`src/rtl/rv32_ctrl_pkg.sv`:
```
// Shared types and encodings for the RV32I multi-cycle controller and its decoder.
package rv32_ctrl_pkg;

  typedef enum logic [2:0] {
    S_IDLE, S_FETCH, S_DECODE, S_EXEC, S_MEM, S_WB, S_TRAP
  } state_t;

  typedef enum logic [3:0] {
    C_ALU_R, C_ALU_I, C_LOAD, C_STORE, C_BRANCH, C_JAL, C_JALR, C_LUI, C_AUIPC
  } iclass_t;

  localparam logic [6:0] OPC_OP     = 7'b0110011;
  localparam logic [6:0] OPC_OP_IMM = 7'b0010011;
  localparam logic [6:0] OPC_LOAD   = 7'b0000011;
  localparam logic [6:0] OPC_STORE  = 7'b0100011;
  localparam logic [6:0] OPC_BRANCH = 7'b1100011;
  localparam logic [6:0] OPC_JAL    = 7'b1101111;
  localparam logic [6:0] OPC_JALR   = 7'b1100111;
  localparam logic [6:0] OPC_LUI    = 7'b0110111;
  localparam logic [6:0] OPC_AUIPC  = 7'b0010111;

  localparam logic [6:0] F7_BASE = 7'b0000000;
  localparam logic [6:0] F7_ALT  = 7'b0100000;

  localparam logic [2:0] IMM_NONE = 3'd0;
  localparam logic [2:0] IMM_I    = 3'd1;
  localparam logic [2:0] IMM_S    = 3'd2;
  localparam logic [2:0] IMM_B    = 3'd3;
  localparam logic [2:0] IMM_U    = 3'd4;
  localparam logic [2:0] IMM_J    = 3'd5;

  localparam logic [3:0] ALU_ADD   = 4'd0;
  localparam logic [3:0] ALU_SUB   = 4'd1;
  localparam logic [3:0] ALU_SLL   = 4'd2;
  localparam logic [3:0] ALU_SLT   = 4'd3;
  localparam logic [3:0] ALU_SLTU  = 4'd4;
  localparam logic [3:0] ALU_XOR   = 4'd5;
  localparam logic [3:0] ALU_SRL   = 4'd6;
  localparam logic [3:0] ALU_SRA   = 4'd7;
  localparam logic [3:0] ALU_OR    = 4'd8;
  localparam logic [3:0] ALU_AND   = 4'd9;
  localparam logic [3:0] ALU_PASSB = 4'd10;

  localparam logic [1:0] WB_MEM = 2'd0;
  localparam logic [1:0] WB_ALU = 2'd1;
  localparam logic [1:0] WB_PC4 = 2'd2;

  localparam logic [1:0] CAUSE_NONE    = 2'd0;
  localparam logic [1:0] CAUSE_ILLEGAL = 2'd1;
  localparam logic [1:0] CAUSE_IMEM_TO = 2'd2;
  localparam logic [1:0] CAUSE_DMEM_TO = 2'd3;

  localparam logic [31:0] NOP = 32'h00000013;

endpackage

```
`src/rtl/rv32_ctrl_decode.sv`:
```
// Combinational instruction classifier: opcode/funct fields -> class, ALU op, immediate type, legality.
module rv32_ctrl_decode import rv32_ctrl_pkg::*; #(
  parameter bit SUPPORT_JUMPS = 1'b1
) (
  input  logic [6:0] opcode,
  input  logic [2:0] funct3,
  input  logic [6:0] funct7,
  output iclass_t    iclass,
  output logic [3:0] alu_sel,
  output logic [2:0] imm_sel,
  output logic       br_un,
  output logic       legal
);

  function automatic logic [3:0] alu_from_f3(input logic [2:0] f3);
    case (f3)
      3'd0:    return ALU_ADD;
      3'd1:    return ALU_SLL;
      3'd2:    return ALU_SLT;
      3'd3:    return ALU_SLTU;
      3'd4:    return ALU_XOR;
      3'd5:    return ALU_SRL;
      3'd6:    return ALU_OR;
      default: return ALU_AND;
    endcase
  endfunction

  always_comb begin
    iclass  = C_ALU_R;
    alu_sel = ALU_ADD;
    imm_sel = IMM_NONE;
    br_un   = 1'b0;
    legal   = 1'b0;
    case (opcode)
      OPC_OP: begin
        alu_sel = alu_from_f3(funct3);
        if (funct7 == F7_BASE) begin
          legal = 1'b1;
        end else if (funct7 == F7_ALT && (funct3 == 3'b000 || funct3 == 3'b101)) begin
          legal   = 1'b1;
          alu_sel = (funct3 == 3'b000) ? ALU_SUB : ALU_SRA;
        end
      end
      OPC_OP_IMM: begin
        iclass  = C_ALU_I;
        imm_sel = IMM_I;
        alu_sel = alu_from_f3(funct3);
        legal   = 1'b1;
        // Only the shift-immediates carry funct7 meaning; for the rest those bits are immediate.
        if (funct3 == 3'b001) begin
          legal = (funct7 == F7_BASE);
        end else if (funct3 == 3'b101) begin
          legal = (funct7 == F7_BASE) || (funct7 == F7_ALT);
          if (funct7 == F7_ALT) alu_sel = ALU_SRA;
        end
      end
      OPC_LOAD: begin
        iclass  = C_LOAD;
        imm_sel = IMM_I;
        legal   = (funct3 != 3'b011) && (funct3[2:1] != 2'b11);
      end
      OPC_STORE: begin
        iclass  = C_STORE;
        imm_sel = IMM_S;
        legal   = !funct3[2] && (funct3[1:0] != 2'b11);
      end
      OPC_BRANCH: begin
        iclass  = C_BRANCH;
        imm_sel = IMM_B;
        br_un   = funct3[1];
        legal   = (funct3[2:1] != 2'b01);
      end
      OPC_JAL: begin
        iclass  = C_JAL;
        imm_sel = IMM_J;
        legal   = SUPPORT_JUMPS;
      end
      OPC_JALR: begin
        iclass  = C_JALR;
        imm_sel = IMM_I;
        legal   = SUPPORT_JUMPS && (funct3 == 3'b000);
      end
      OPC_LUI: begin
        iclass  = C_LUI;
        imm_sel = IMM_U;
        alu_sel = ALU_PASSB;
        legal   = SUPPORT_JUMPS;
      end
      OPC_AUIPC: begin
        iclass  = C_AUIPC;
        imm_sel = IMM_U;
        legal   = SUPPORT_JUMPS;
      end
      default: ;
    endcase
  end

endmodule

```
`src/rtl/rv32_multicycle_controller.sv`:
```
// Multi-cycle RV32I control FSM: owns the IR, sequences FETCH/DECODE/EXEC/MEM/WB, traps on faults.
module rv32_multicycle_controller import rv32_ctrl_pkg::*; #(
  parameter int unsigned MEM_TIMEOUT   = 16,
  parameter bit          SUPPORT_JUMPS = 1'b1
) (
  input  logic        clk,
  input  logic        rst,
  input  logic [31:0] i_instruction,
  input  logic        imem_ready,
  input  logic        dmem_ready,
  input  logic        BrEq,
  input  logic        BrLt,
  output logic        imem_req,
  output logic        dmem_req,
  output logic        MemRW,
  output logic [2:0]  mem_size,
  output logic [31:0] ir,
  output logic        PCWrite,
  output logic        PCSel,
  output logic [2:0]  ImmSel,
  output logic        BrUn,
  output logic        ASel,
  output logic        BSel,
  output logic [3:0]  ALUSel,
  output logic        RegWEn,
  output logic [1:0]  WBSel,
  output logic        trap,
  output logic [1:0]  trap_cause
);

  state_t      state;
  logic [31:0] ir_q;
  logic [15:0] wait_cnt;
  logic [1:0]  cause_q;

  iclass_t     iclass;
  logic [3:0]  dec_alu;
  logic [2:0]  dec_imm;
  logic        dec_brun;
  logic        dec_legal;
  logic        taken;
  logic        limit;

  rv32_ctrl_decode #(.SUPPORT_JUMPS(SUPPORT_JUMPS)) u_decode (
    .opcode  (ir_q[6:0]),
    .funct3  (ir_q[14:12]),
    .funct7  (ir_q[31:25]),
    .iclass  (iclass),
    .alu_sel (dec_alu),
    .imm_sel (dec_imm),
    .br_un   (dec_brun),
    .legal   (dec_legal)
  );

  // funct3[2] picks the less-than flag over equality; funct3[0] inverts the sense.
  assign taken = (ir_q[14] ? BrLt : BrEq) ^ ir_q[12];
  // Limit is hit on the last stall cycle so that a ready arriving then still wins.
  assign limit = (MEM_TIMEOUT != 0) && (wait_cnt == 16'(MEM_TIMEOUT - 1));

  always_ff @(posedge clk or posedge rst) begin
    if (rst) begin
      state    <= S_IDLE;
      ir_q     <= NOP;
      wait_cnt <= '0;
      cause_q  <= CAUSE_NONE;
    end else begin
      case (state)
        S_IDLE: state <= S_FETCH;
        S_FETCH: begin
          if (imem_ready) begin
            ir_q     <= i_instruction;
            wait_cnt <= '0;
            state    <= S_DECODE;
          end else if (limit) begin
            cause_q <= CAUSE_IMEM_TO;
            state   <= S_TRAP;
          end else begin
            wait_cnt <= wait_cnt + 16'd1;
          end
        end
        S_DECODE: begin
          if (!dec_legal) begin
            cause_q <= CAUSE_ILLEGAL;
            state   <= S_TRAP;
          end else begin
            state <= S_EXEC;
          end
        end
        S_EXEC: begin
          case (iclass)
            C_BRANCH:        state <= S_FETCH;
            C_LOAD, C_STORE: state <= S_MEM;
            default:         state <= S_WB;
          endcase
        end
        S_MEM: begin
          if (dmem_ready) begin
            wait_cnt <= '0;
            state    <= (iclass == C_STORE) ? S_FETCH : S_WB;
          end else if (limit) begin
            cause_q <= CAUSE_DMEM_TO;
            state   <= S_TRAP;
          end else begin
            wait_cnt <= wait_cnt + 16'd1;
          end
        end
        S_WB:    state <= S_FETCH;
        S_TRAP:  state <= S_TRAP;
        default: state <= S_IDLE;
      endcase
    end
  end

  always_comb begin
    imem_req   = 1'b0;
    dmem_req   = 1'b0;
    MemRW      = 1'b0;
    mem_size   = 3'd0;
    ir         = 32'd0;
    PCWrite    = 1'b0;
    PCSel      = 1'b0;
    ImmSel     = IMM_NONE;
    BrUn       = 1'b0;
    ASel       = 1'b0;
    BSel       = 1'b0;
    ALUSel     = ALU_ADD;
    RegWEn     = 1'b0;
    WBSel      = WB_MEM;
    trap       = (state == S_TRAP);
    trap_cause = cause_q;
    if (state != S_IDLE) begin
      ir       = ir_q;
      mem_size = ir_q[14:12];
    end
    case (state)
      S_FETCH: imem_req = 1'b1;
      S_EXEC, S_MEM, S_WB: begin
        // Operand selects stay stable from EXEC through retirement.
        ImmSel = dec_imm;
        ALUSel = dec_alu;
        BrUn   = dec_brun;
        ASel   = (iclass == C_BRANCH) || (iclass == C_JAL) || (iclass == C_AUIPC);
        BSel   = (iclass != C_ALU_R);
        if (state == S_EXEC && iclass == C_BRANCH) begin
          PCWrite = 1'b1;
          PCSel   = taken;
        end
        if (state == S_MEM) begin
          dmem_req = 1'b1;
          MemRW    = (iclass == C_STORE);
          if (iclass == C_STORE && dmem_ready) PCWrite = 1'b1;
        end
        if (state == S_WB) begin
          PCWrite = 1'b1;
          RegWEn  = 1'b1;
          case (iclass)
            C_LOAD:         WBSel = WB_MEM;
            C_JAL, C_JALR: begin
              WBSel = WB_PC4;
              PCSel = 1'b1;
            end
            default:        WBSel = WB_ALU;
          endcase
        end
      end
      default: ;
    endcase
  end

endmodule

```
`config.mk`:
```
export PLATFORM = sky130hd
export DESIGN_NAME = rv32_multicycle_controller
export DESIGN_NICKNAME = d
export VERILOG_FILES = /design/src/rtl/rv32_ctrl_pkg.sv /design/src/rtl/rv32_ctrl_decode.sv /design/src/rtl/rv32_multicycle_controller.sv
export SDC_FILE = /design/constraint.sdc
export NUM_CORES = 1
export LEC_CHECK = 0
export BUFFER_PORTS_ARGS = -buffer_cell sky130_fd_sc_hd__buf_2
export CAP_MARGIN = 20
export CORE_MARGIN = 2
export CORE_UTILIZATION = 50
export DETAILED_ROUTE_END_ITERATION = 12
export GPL_ROUTABILITY_DRIVEN = 0
export PLACE_DENSITY = 0.87
export REMOVE_ABC_BUFFERS = 1
export SETUP_SLACK_MARGIN = 0.15
export SYNTH_ARGS = -nofsm -noshare
export SYNTH_HDL_FRONTEND = slang
export SYNTH_SLANG_ARGS = --single-unit
```
`constraint.sdc`:
```
create_clock -name clk -period 1.83 [get_ports clk]
set_input_delay 0.0915 -clock clk [delete_from_list [all_inputs] [get_ports clk]]
set_output_delay 0.0915 -clock clk [all_outputs]
set_load 0.05 [all_outputs]
```
==> run metrics <==
setup violators final=42; CP max stage delay=0.65 ns; area leader, netlist=dfrtp_1; fin worst setup slack=-0.200 ns; Area after DPL=3790 um^2; Worst EP arrival=1.94 ns; Slowest cell on crit path=dfstp_2; Avg Inst Size Synth=9.90 um^2; Comb pwr share=0.743; worst reg2reg endpoint=state[2]$_DFF_PP0_; Synth top area share=0.395; unrepaired setup endpoints after global routing=yes; Core Area=6240 um^2; failing checks=hold timing, setup timing; run status=complete, but fails checks; boundary pin count=94; clock root cell=clkbuf_8; Hold Path Cell Cnt=2; Crit Path Class=flop to output pin; max_slew headroom=0.662; Hold Startpoint=i_instruction[17]; area grow syn2layout=73.5%; Fin Clk Skew=0.0211 ns; synth cell count leaders=dfrtp_1 (50), nor2_1 (38), nor2b_1 (36); vias in the first global route=3,396; htree depth=2; fill count=220; Pint=6.07 mW; clock sinks=53; VDD IR max=0.00173 V; worst-path maximum fanout=6; minimum clock period=2.03 ns; PortBufs=93; Worst setup SP type=flop; Cells after Synth=320; EDFF count, synth=0; Initial DRT Pass Iterations=5; switch share=0.499; Seq cells post-synth=53; Hold Crit Class=primary input to flop; Hold Path Sink=ir_q[17]$_DFFE_PP0P_; 1st-iter DRT viols=454; dpl hpwl=5630 um; Async SR Flop Fraction=1.00; Max Clock Freq=0.493 GHz; total congestion overflow=0; drt wl/cell=26.8 um; hold slack final=-0.00960 ns; layout cell share with drive strength beyond 1=0.659; FF-to-FF setup slack=-0.15 ns; Yosys cell types=52; PwrDens=2200 nW/um^2; Die W=83.6 um; RR Startpoint=ir_q[4]$_DFFE_PP1P_; Clock power frac=0.071; post-route ant nets=0; largest net degree at the start of global routing=33; Sequential Power Share=0.187; mapped cell area=3170 um^2; post-layout net count=504; main area contributors after synthesis=dfrtp_1 (39%), mux2_2 (10%), nor2b_1 (7.1%); DRT Wirelength=14,600 um; Die ar.=6990 um^2; crit-path cells=nor3b_4 -> buf_6 -> buf_6 -> o21ai_4 -> nor2_2 -> buf_6; r2r worst-path depth=6; TritonCTS Buffers=5; P_sw=6.05 mW; clk_lat worst skew=0.33 ns; gr usage total=0.333; Max-Cap Viols=0; static leakage=2.53 nW; TritonCTS clock tree=yes; Via-to-Cell Ratio=6.58; Std-Cell Rows=29; Vias=3,582; sequential share of the synthesized area=0.420; first-pass GRT wire length=18,400 um; Max Root-Sink Buffers=2; Crit. End Element=output pin; most frequent CP cell=buf_6; Worst Max-Slew Pin Slew=0.507 ns; DRC=0; fin. max-slew vios=0; yosys warns=0; final hold vios=1; most frequent cell after synthesis=dfrtp_1; initial antenna violation count=1; final instance area=5500 um^2; starting density of the core=0.508; final worst path period share=1.11; CP required=1.74 ns; Reg clk slew, reported paths=0.11 ns; dominant synthesized flop cell=dfrtp_1; Die H=83.6 um; setup TNS=-2.41 ns
[worst max-delay path, delay by kind of cell, from the launching register on]
kind	cells	cell delay [ns]
flops	1	0.65
simple gates	2	0.46
buf+inv	3	0.44
compound gates	1	0.08
[through the flow]
step	power, mW	util	setup slack, ns	hold WS, ns	instances
finish	12.1	0.881	-0.200	-0.00960	544
global route	12.4	0.881	-0.244	-0.00435	544
CTS	10.6	0.795	-0.0478	0.00331	525
detailed placement	7.33	0.608	0.0697	0.143	487
global placement	7.19	0.608	0.112	0.141	487
floorplan	5.95	-	-1.57	0.226	297
[area by class of cell]
class	count	area (um^2)	share of cell area
antenna	1	2.50	0.000455
clock buffer	5	68.8	0.0125
clock inverter	3	47.5	0.00864
inverter	5	18.8	0.00341
multi-input combinational	239	2350	0.427
sequential	53	1340	0.243
tap	77	96.3	0.0175
timing repair buffer	161	1580	0.287
[worst max path at each step]
stage | from | end | slack (ns) | depth (start not counted)
floorplan | state[1]$_DFF_PP0_ | ir[14] | -1.57 | 2
global placement | ir_q[4]$_DFFE_PP1P_ | state[2]$_DFF_PP0_ | 0.11 | 5
detailed placement | ir_q[4]$_DFFE_PP1P_ | trap_cause[0]$_DFFE_PP0P_ | 0.07 | 5
CTS | ir_q[0]$_DFFE_PP1P_ | ALUSel[0] | -0.05 | 5
global route | ir_q[4]$_DFFE_PP1P_ | ASel | -0.24 | 5
finish | ir_q[4]$_DFFE_PP1P_ | ImmSel[2] | -0.20 | 6
[sequential cells by signal, summed over array words and instances (netlist names)]
name        flops
state           3
wait_cnt       16
trap_cause      2
ir_q           32
[power groups by stage]
stage | clock network, mW | logic, mW | registers, mW
floorplan | 0 | 3.86 | 2.08
global placement | 0 | 5.14 | 2.05
detailed placement | 0 | 5.23 | 2.09
CTS | 0.837 | 7.65 | 2.07
global route | 0.897 | 9.17 | 2.30
finish | 0.857 | 9.00 | 2.26
[per-layer routing]
metal	part of all wire	vias up	global-route usage
met2	0.49	348	0.578
met1	0.34	1739	0.409
met3	0.11	97	0.0692
met4	0.061	0	0.123
li1	-	1398	-
met5	0	-	0
[kinds of logic (layout without fill, tap and decap cells)]
kind of cell / after synthesis / count (layout) / synth area share
mux: 34 / 34 / 0.120
xor+xnor: 18 / 18 / 0.0497
other cells: 0 / 1 / 0
compound gates: 39 / 39 / 0.102
flops: 53 / 53 / 0.420
buf+inv: 28 / 174 / 0.0470
fa+ha+maj: 1 / 1 / 0.00395
simple gates: 147 / 147 / 0.258
[cell usage in the layout (no fill, tap or decap), drive strengths merged, types with 3 or more instances in the layout]
cell | netlist | routed
dfstp | 3 | 3
dlygate4sd3 | 0 | 3
nor4 | 4 | 4
dfrtp | 50 | 50
xnor2 | 4 | 4
a31oi | 3 | 3
mux2 | 32 | 32
nand3 | 15 | 15
nand2b | 5 | 5
clkbuf | 4 | 6
nand2 | 17 | 17
buf | 19 | 157
a21oi | 8 | 8
and3 | 7 | 7
o21ai | 12 | 12
inv | 5 | 7
nor2b | 36 | 36
nor2 | 38 | 38
nand4 | 4 | 4
and3b | 4 | 4
xor2 | 14 | 14
and2 | 3 | 3
nor3 | 4 | 4
[repair_timing]
item                                   4_1_cts  5_1_grt
gates resized for setup                    215       89
buffers inserted                            24       17
hold buffers                                 3        0
pin swaps                                   27       33
endpoints found under the hold margin       23        0
gates cloned                                 3        1
setup endpoints to repair                   62      105
No activity file was read; power rests on OpenSTA's default activity.
